[config.mk]
export PLATFORM = sky130hd
export DESIGN_NAME = timer0_peripheral
export DESIGN_NICKNAME = d
export VERILOG_FILES = /design/src/rtl/timer0_peripheral_pkg.sv /design/src/rtl/timer0_peripheral_prescaler.sv /design/src/rtl/timer0_peripheral.sv
export SDC_FILE = /design/constraint.sdc
export NUM_CORES = 1
export LEC_CHECK = 0
export ABC_AREA = 1
export CAP_MARGIN = 10
export CORE_UTILIZATION = 54
export CTS_CLUSTER_SIZE = 30
export DETAILED_ROUTE_END_ITERATION = 8
export PLACE_DENSITY = 0.8
export SYNTH_ARGS = -nofsm -noshare
export SYNTH_HDL_FRONTEND = slang
export SYNTH_SLANG_ARGS = --single-unit
[constraint.sdc]
create_clock -name clk -period 2.8 [get_ports clk]
set_clock_uncertainty 0.2 [all_clocks]
set_input_delay 0.56 -clock clk [delete_from_list [all_inputs] [get_ports clk]]
set_output_delay 0.56 -clock clk [all_outputs]
set_load 0.02 [all_outputs]
[src/rtl/timer0_peripheral_pkg.sv]
// ---------------------------------------------------------------------------
// timer0_peripheral_pkg
//   Shared memory map and OPTION_REG layout for the TMR0 peripheral, plus
//   the address decode and prescaler ratio helpers.
//   Register addresses are 9-bit regfile addresses. Only bits [7:0] take
//   part in the decode, so each register appears in both banks.
// ---------------------------------------------------------------------------
package timer0_peripheral_pkg;

  localparam logic [8:0] ADDR_TMR0       = 9'h001;
  localparam logic [8:0] ADDR_OPTION_REG = 9'h081;

  // OPTION_REG bit positions
  localparam int OPTION_T0CS  = 5;
  localparam int OPTION_T0SE  = 4;
  localparam int OPTION_PSA   = 3;
  localparam int OPTION_PS_HI = 2;
  localparam int OPTION_PS_LO = 0;

  localparam logic [7:0] OPTION_RESET = 8'hFF;

  typedef enum logic [1:0] {
    REG_NONE   = 2'd0,
    REG_TMR0   = 2'd1,
    REG_OPTION = 2'd2
  } reg_sel_e;

  // Bit 8 (bank select) is deliberately not an input: both banks alias.
  function automatic reg_sel_e decode_addr(input logic [7:0] addr_lo);
    reg_sel_e sel;
    sel = REG_NONE;
    if (addr_lo == ADDR_TMR0[7:0])            sel = REG_TMR0;
    else if (addr_lo == ADDR_OPTION_REG[7:0]) sel = REG_OPTION;
    return sel;
  endfunction

  // Terminal count for ratio 1:2^(ps+1), i.e. 2^(ps+1)-1.
  function automatic logic [7:0] ps_mask(input logic [2:0] ps);
    return 8'hFF >> (3'd7 - ps);
  endfunction

endpackage

[src/rtl/timer0_peripheral_prescaler.sv]
// ---------------------------------------------------------------------------
// timer0_peripheral_prescaler
//   8-bit prescaler counter advanced by a one-clk source tick. Emits a
//   one-clk output tick on every 2^(PS+1)-th source tick.
// Ports
//   clk      in  core clock
//   rst      in  asynchronous active-low reset
//   i_clear  in  synchronous clear, wins over i_tick
//   i_tick   in  one-clk source tick
//   i_ps     in  ratio select (1:2 .. 1:256)
//   o_tick   out one-clk divided tick, coincident with the terminal source tick
// ---------------------------------------------------------------------------
module timer0_peripheral_prescaler
  import timer0_peripheral_pkg::*;
(
  input  logic       clk,
  input  logic       rst,
  input  logic       i_clear,
  input  logic       i_tick,
  input  logic [2:0] i_ps,
  output logic       o_tick
);

  logic [7:0] r_count;
  logic       w_hit;

  // ">=" rather than "==" so that lowering PS below the current count
  // (PS changes never clear the counter) terminates at once instead of
  // running the counter round through 255.
  assign w_hit  = (r_count >= ps_mask(i_ps));
  assign o_tick = i_tick & w_hit;

  always_ff @(posedge clk or negedge rst) begin
    if (!rst) begin
      r_count <= 8'h00;
    end else if (i_clear) begin
      r_count <= 8'h00;
    end else if (i_tick) begin
      r_count <= w_hit ? 8'h00 : r_count + 8'h01;
    end
  end

endmodule

[src/rtl/timer0_peripheral.sv]
// ---------------------------------------------------------------------------
// timer0_peripheral
//   TMR0 / OPTION_REG peripheral on the core's external peripheral bus.
//   Counts instruction cycles (or T0CKI edges) through an optional
//   prescaler and pulses t0if_set when TMR0 rolls over 0xFF -> 0x00.
//
// Build option
//   TIMER0_EXT_CLK_EN  defined: T0CS/T0SE select a synchronised T0CKI edge
//                      as the count source. Undefined: the source is always
//                      the instruction tick, t0cki is ignored, and
//                      OPTION_REG[5:4] are plain storage.
//
// Ports
//   clk                          in   core clock, rising-edge
//   rst                          in   asynchronous active-low reset
//   extern_peripherals_addr      in   9-bit regfile address
//   extern_peripherals_data_in   in   write data
//   extern_peripherals_wr_en     in   write strobe
//   extern_peripherals_data_out  out  combinational read data, 0 if unmapped
//   t0cki                        in   asynchronous external clock pin
//   t0if_set                     out  one-clk pulse after TMR0 overflow
//   wdt_tick                     out  one-clk prescaler pulse when PSA=1
//
// Bus protocol: there is no valid/ready handshake. A write happens on the
// rising edge where wr_en is high, using addr/data_in from that same cycle;
// the bus never stalls. Reads are purely combinational on addr.
// ---------------------------------------------------------------------------
module timer0_peripheral #(
  parameter int CLKS_PER_INSTR = 4,
  parameter int SYNC_STAGES    = 2,
  parameter int WR_INHIBIT     = 2
) (
  input  logic       clk,
  input  logic       rst,
  input  logic [8:0] extern_peripherals_addr,
  input  logic [7:0] extern_peripherals_data_in,
  input  logic       extern_peripherals_wr_en,
  output logic [7:0] extern_peripherals_data_out,
  input  logic       t0cki,
  output logic       t0if_set,
  output logic       wdt_tick
);

  import timer0_peripheral_pkg::*;

  localparam int PHASE_W = $clog2(CLKS_PER_INSTR);
  localparam int INH_W   = (WR_INHIBIT < 1) ? 1 : $clog2(WR_INHIBIT + 1);

  logic [PHASE_W-1:0] r_phase;
  logic [7:0]         r_tmr0;
  logic [7:0]         r_option;
  logic [INH_W-1:0]   r_inhibit;
  logic               r_t0if;

  reg_sel_e w_sel;
  logic     w_inst_tick;
  logic     w_wr_tmr0;
  logic     w_wr_option;
  logic     w_src_tick;
  logic     w_pre_tick;
  logic     w_psa;
  logic     w_tmr0_inc;
  logic     w_inc_ok;
  logic     w_unused_bits;

  // ---- instruction-cycle phase ----
  assign w_inst_tick = (r_phase == PHASE_W'(CLKS_PER_INSTR - 1));

  always_ff @(posedge clk or negedge rst) begin
    if (!rst) begin
      r_phase <= '0;
    end else if (w_inst_tick) begin
      r_phase <= '0;
    end else begin
      r_phase <= r_phase + PHASE_W'(1);
    end
  end

  // ---- address decode ----
  assign w_sel       = decode_addr(extern_peripherals_addr[7:0]);
  assign w_wr_tmr0   = extern_peripherals_wr_en && (w_sel == REG_TMR0);
  assign w_wr_option = extern_peripherals_wr_en && (w_sel == REG_OPTION);
  assign w_psa       = r_option[OPTION_PSA];

  // ---- count source ----
`ifdef TIMER0_EXT_CLK_EN
  logic [SYNC_STAGES-1:0] r_sync;
  logic                   r_sync_prev;
  logic                   w_ext_tick;

  always_ff @(posedge clk or negedge rst) begin
    if (!rst) begin
      r_sync      <= '0;
      r_sync_prev <= 1'b0;
    end else begin
      r_sync      <= {r_sync[SYNC_STAGES-2:0], t0cki};
      r_sync_prev <= r_sync[SYNC_STAGES-1];
    end
  end

  // T0SE=1 counts falling edges, T0SE=0 rising edges.
  assign w_ext_tick = r_option[OPTION_T0SE]
                    ? (~r_sync[SYNC_STAGES-1] &  r_sync_prev)
                    : ( r_sync[SYNC_STAGES-1] & ~r_sync_prev);
  assign w_src_tick = r_option[OPTION_T0CS] ? w_ext_tick : w_inst_tick;
  assign w_unused_bits = extern_peripherals_addr[8];
`else
  assign w_src_tick    = w_inst_tick;
  assign w_unused_bits = extern_peripherals_addr[8] ^ t0cki;
`endif

  // ---- prescaler: feeds TMR0 when PSA=0, the watchdog when PSA=1 ----
  timer0_peripheral_prescaler u_prescaler (
    .clk     (clk),
    .rst     (rst),
    .i_clear (w_wr_tmr0 & ~w_psa),
    .i_tick  (w_src_tick),
    .i_ps    (r_option[OPTION_PS_HI:OPTION_PS_LO]),
    .o_tick  (w_pre_tick)
  );

  assign w_tmr0_inc = w_psa ? w_src_tick : w_pre_tick;
  assign wdt_tick   = w_psa & w_pre_tick;

  // A write in the same cycle as an increment wins outright.
  assign w_inc_ok = w_tmr0_inc && (r_inhibit == '0) && !w_wr_tmr0;

  // ---- registers ----
  always_ff @(posedge clk or negedge rst) begin
    if (!rst) begin
      r_tmr0    <= 8'h00;
      r_option  <= OPTION_RESET;
      r_inhibit <= '0;
      r_t0if    <= 1'b0;
    end else begin
      r_t0if <= w_inc_ok && (r_tmr0 == 8'hFF);

      if (w_wr_tmr0) begin
        r_tmr0 <= extern_peripherals_data_in;
      end else if (w_inc_ok) begin
        r_tmr0 <= r_tmr0 + 8'h01;
      end

      if (w_wr_option) begin
        r_option <= extern_peripherals_data_in;
      end

      // Inhibit counts instruction cycles, not source ticks.
      if (w_wr_tmr0) begin
        r_inhibit <= INH_W'(WR_INHIBIT);
      end else if (w_inst_tick && (r_inhibit != '0)) begin
        r_inhibit <= r_inhibit - INH_W'(1);
      end
    end
  end

  assign t0if_set = r_t0if;

  // ---- read mux ----
  always_comb begin
    extern_peripherals_data_out = 8'h00;
    case (w_sel)
      REG_TMR0:   extern_peripherals_data_out = r_tmr0;
      REG_OPTION: extern_peripherals_data_out = r_option;
      default:    extern_peripherals_data_out = 8'h00;
    endcase
  end

endmodule

* After elaboration in Yosys (flattened, before gate mapping)
Cells that the tools add are included.
** Operators by class
- Add/sub/neg operators :: 5
- Multiplexer cells :: 12
- Equal/unequal tests :: 6
- Reductions and logical operators :: 12
- $mul :: 0
- Divide/modulo/power cells :: 0
- Shift operators :: 1
- Magnitude comparators :: 1
- Bitwise operators :: 4
** Operator list (count)
- $mux W8 :: 5
- $add A8 B1 Y8 const B :: 2
- $eq A8 B8 Y1 const B :: 2
- $pmux W8 S2 :: 1
- $mux W2 :: 5
- $eq A8 B1 Y1 const B :: 1
- $ge A8 B8 Y1 :: 1
- $reduce_bool A2 Y1 :: 4
- $shr A8 B3 Y8 const A :: 1
- $logic_and A1 B1 Y1 :: 6
- $eq A2 B2 Y1 const B :: 2
- $and A1 B1 Y1 :: 3
- $sub A3 B3 Y3 const A :: 1
- $add A2 B1 Y2 const B :: 1
- $eq A2 B1 Y1 const B :: 1
- $logic_not A2 Y1 :: 1
- $sub A2 B1 Y2 const B :: 1
- $logic_not A1 Y1 :: 1
- $mux W1 :: 1
- $not A1 Y1 :: 1
** Word-level totals
- Register bits :: 29
- Input bits :: 21
- Memories :: 0
- Bits in writable memories :: 0
- Logic and storage cells :: 47
- ROM bits :: 0
- Latch bits :: 0
- Output and inout bits :: 10

* Depth between registers and ports, before layout
Gate-level depths: netlist (run 1).
- Depth after elaboration :: 9
- Gate-level depth with buffers :: 12
- Mapped depth without buffers :: 12

* Cells and area by module
A second synthesis (run 1) with hierarchy kept.
** Second synthesis, totals
- Cells, all modules :: 261
- Area total of the unflattened synthesis :: 1956.9 µm²
** Modules (own cells, without submodules)
- timer0_peripheral :: cells each 171, sequential area each 535.5 µm², area each 1317.5 µm², times used 1
- timer0_peripheral_prescaler :: cells each 90, sequential area each 200.2 µm², area each 639.4 µm², times used 1

* Worst setup path after synthesis (run 1)
No wires, ideal clock.
- Kind :: flip-flop to output port
- From :: register r_option[2]
- To :: output wdt_tick
- Buffers on the path :: 0
- Arrival :: 1796 ps
- Data required time :: 2040 ps
- Cell stages (with the launch flop) :: 9
- Path slack :: 244 ps
- Cells stage by stage :: dfstp_2 > nand3_1 > ha_1 > nand2_1 > nor2_1 > nand2_1 > nand2_1 > inv_1 > nor3_1
** Between the ends
- Word-level cells in the longest chain between the ends :: 5
** RTL lines
- from (decl) :: RTL line timer0_peripheral.sv:51 : logic [7:0] r_option;
- from (signal assigned) :: RTL line timer0_peripheral.sv:145 : r_option <= extern_peripherals_data_in;
- $sub A3 B3 Y3 :: RTL line timer0_peripheral_pkg.sv:39 : return 8'hFF >> (3'd7 - ps);
- $shr A8 B3 Y8 :: RTL line timer0_peripheral_pkg.sv:39
- $ge A8 B8 Y1 :: RTL line timer0_peripheral_prescaler.sv:30 : assign w_hit = (r_count >= ps_mask(i_ps));
- $and A1 B1 Y1 :: RTL line timer0_peripheral_prescaler.sv:31 : assign o_tick = i_tick & w_hit;
- $and A1 B1 Y1 :: RTL line timer0_peripheral.sv:123 : assign wdt_tick = w_psa & w_pre_tick;
- to (decl) :: RTL line timer0_peripheral.sv:41 : output logic wdt_tick
No other way between the ends.

* Worst setup path in the final report (run 1)
- From :: register r_option[1]
- To :: output wdt_tick
The elaborated chain is that of the path after synthesis.

==> flow_metrics.tcl, run 1 <==
set metrics [dict create \
    grt_overflow 0 \
    start_util 0.578 \
    dieArea_sq_um 3900 \
    grt.total_usage 0.248 \
    crit_required_ps 2040 \
    crit_fanout 7 \
    crit_chain "a21oi_1 > ha_1 > nand2_1 > inv_1 > nand2_1 > nand2_1 > nand2_1 > nand2_2 > inv_2 > nor3_2 > buf_4" \
    cts_root_buffer "clkbuf_4" \
    final.setup.worst_slack_ps 10.8 \
    drv_slew 0 \
    slowest_delay_ps 620 \
    peakVddDrop_uv 274 \
    die_h_um 62.5 \
    grt_pass1_wl_um 7620 \
    path_common_cell "nand2_1" \
    cts_tree "done" \
    netlist_area_sq_um 1980 \
    gp_congestion 0.829 \
    report.final.setup_viol 0 \
    io-pin-count 31 \
    min_period_ps 2790 \
    timing.fmax_ghz 0.359 \
    final_cell_mix "nand2_1, inv_1, dfrtp_1" \
    drcViolationCount 0 \
    grt_pass1_vias 1765 \
    endpoint_kind "output pin" \
    min-delay-path-class "register to register" \
    worst_slew_pin_slew_ps 383 \
    final_hold_viol_count 0 \
    numCtsBuffers 5 \
    powerDensity_nw_per_um2 420 \
    max_cap_violations 0 \
    place_ws_ps -256 \
    multi_input_area_sq_um 1080 \
    wl_per_cell_um 11.8 \
    holdWs_ps 243 \
    worstPathArrival_ps 2030 \
    fin_util 0.715 \
    diodes 0 \
    cts_sinks 29 \
    ys_ff_latch 29 \
    ctsHoldBuffers 0 \
    period_share 0.996 \
    rsz0062_at_grt "true" \
    antenna_found_initial 0 \
    drtAntennaViolNets 0 \
    final_common_cell "nand2_1" \
    synth.yosys.seq_area_share 0.372 \
    syn_inst 269 \
    ff_latch_area_sq_um 736 \
    core_sq_um 3420 \
    viasPerCell 5.21 \
    dp_hpwl_um 3170 \
    row_count 21 \
    layout.nets 349 \
    drtIter0Drc 129 \
    grt_max_degree 30 \
    ctsHtreeMaxLevel 2 \
    vias 1895 \
    die_w_um 62.5 \
    post_cts_buffers 0 \
    syn_nets 301 \
    clkTransAtPathRegs_ps 90 \
    crit_type "register to output pin" \
    clk-insertion-delay-late_ps 330 \
    slew_headroom 0.745 \
    drive_gt1_frac 0.192 \
    io_buffers 28 \
    p_leak_nw 1.32 \
    syn2layout_area_growth_pct 23.6 \
    yosys_warnings 0 \
    startpoint_type "register" \
    avgSynthCellArea_sq_um 7.34 \
    firstDrtPassIters 4 \
    fillers 300 \
    routed_wl_um 4300 \
    worst_path_max_delay_cell "dfstp_2" \
    ctsLongestPathBuffers 2 \
    synthDistinctLibCells 28 \
    status "finished clean" \
]
-- state kept, by name, summed over array words and instances (netlist names) --
name and flops:
r_inhibit 2, r_option 8, r_phase 2, r_tmr0 8, t0if_set 1, u_prescaler.r_count 8
-- critical path, delay by kind of cell, from the launching register on --
kind | cells | cell delay (ps)
and+or+nand+nor | 6 | 430
adders and majority gates | 1 | 300
DFF | 1 | 620
AOI/OAI and AO/OA | 1 | 90
buffers and inverters | 3 | 250
-- repair_timing --
action                                  4_1_cts  5_1_grt
pin swaps                                     1        6
endpoints found under the setup margin        9        9
resized for setup                            16       23
gates cloned                                  0        0
-- cell families (layout without fill, tap and decap cells) --
kind of cell	after synthesis	in the layout	synth area share
simple gates	152	152	0.351
buf+inv	44	93	0.0975
flops	29	29	0.372
compound gates	24	24	0.0690
fa+ha+maj	11	11	0.0697
xor+xnor	9	9	0.0399
-- power breakdown --
| group | internal [W] | leakage [nW] | switching, W | total [W] |
|---|---|---|---|---|
| Combinational | 0.000117 | 0.929 | 0.000122 | 0.000239 |
| Clock | 0.0000954 | 0.0320 | 0.000153 | 0.000248 |
| Sequential | 0.000479 | 0.354 | 0.0000601 | 0.000539 |
-- synthesized netlist by cell type --
cell	count	area, sq um
nand2_1	94	353
inv_1	38	143
dfrtp_1	21	526
nand3_1	21	105
nor2_1	15	56.3
o21ai_0	13	65.1
ha_1	11	138
xor2_1	9	78.8
dfstp_2	8	210
nand4_1	6	37.5
o22ai_1	5	31.3
nand2_2	4	25.0
a21oi_1	3	15.0
nand3_2	3	30.0
nor3_1	3	15.0
buf_6	2	22.5
o21ai_2	2	17.5
buf_2	1	5.00
buf_8	1	15.0
clkinv_1	1	3.75
inv_2	1	3.75
nand3b_1	1	7.51
nand4_4	1	21.3
nor2_2	1	6.26
nor2_4	1	11.3
nor2_8	1	20.0
o211ai_1	1	7.51
or2_2	1	6.26
-- area by class of cell --
cell class	instances	share of cell area
Sequential cell	29	0.301
Clock inverter	2	0.00410
Tap cell	46	0.0236
Multi-Input combinational cell	196	0.441
Inverter	40	0.0615
Timing Repair Buffer	45	0.152
Clock buffer	6	0.0169
-- metal layers --
layer	part of all wire	global-route usage	routed length [um]
met1	0.44	0.311	1900
met2	0.47	0.409	2040
met3	0.068	0.0547	293
met4	0.015	0.105	64
met5	0	0	0
-- through the flow --
step | TNS, ps | power [W] | instance area [sq um] | cells
floorplan | 0 | 0.000694 | 1980 | 269
global placement | -1840 | 0.000770 | 2400 | 356
detailed placement | -1890 | 0.000779 | 2400 | 356
CTS | -40.7 | 0.00103 | 2450 | 364
global route | -106 | 0.00110 | 2440 | 364
finish | 0 | 0.00103 | 2440 | 364
-- path summary, 6_finish.rpt --
path,startpoint,endpoint,slack (ps),depth (start not counted)
min,r_phase[0],r_phase[0],240,1
max reg2reg,r_option[1],r_tmr0[6],430,11
max in group asynchronous,rst,r_option[5],1680,2
max,r_option[1],wdt_tick,10,11
min in group asynchronous,rst,r_phase[0],400,2
min reg2reg,r_phase[0],r_phase[0],240,1
(Power assumes the default switching activity.)
==> run 2, diff against run 1 <==
--- a/config.mk
+++ b/config.mk
@@ -6,7 +6,7 @@
 export NUM_CORES = 1
 export LEC_CHECK = 0
 export ABC_AREA = 1
-export CAP_MARGIN = 10
+export CAP_MARGIN = 20
 export CORE_UTILIZATION = 54
 export CTS_CLUSTER_SIZE = 30
 export DETAILED_ROUTE_END_ITERATION = 8
==> results of run 2 <==
Final layout, timing and power as in run 1 (identical DEF).
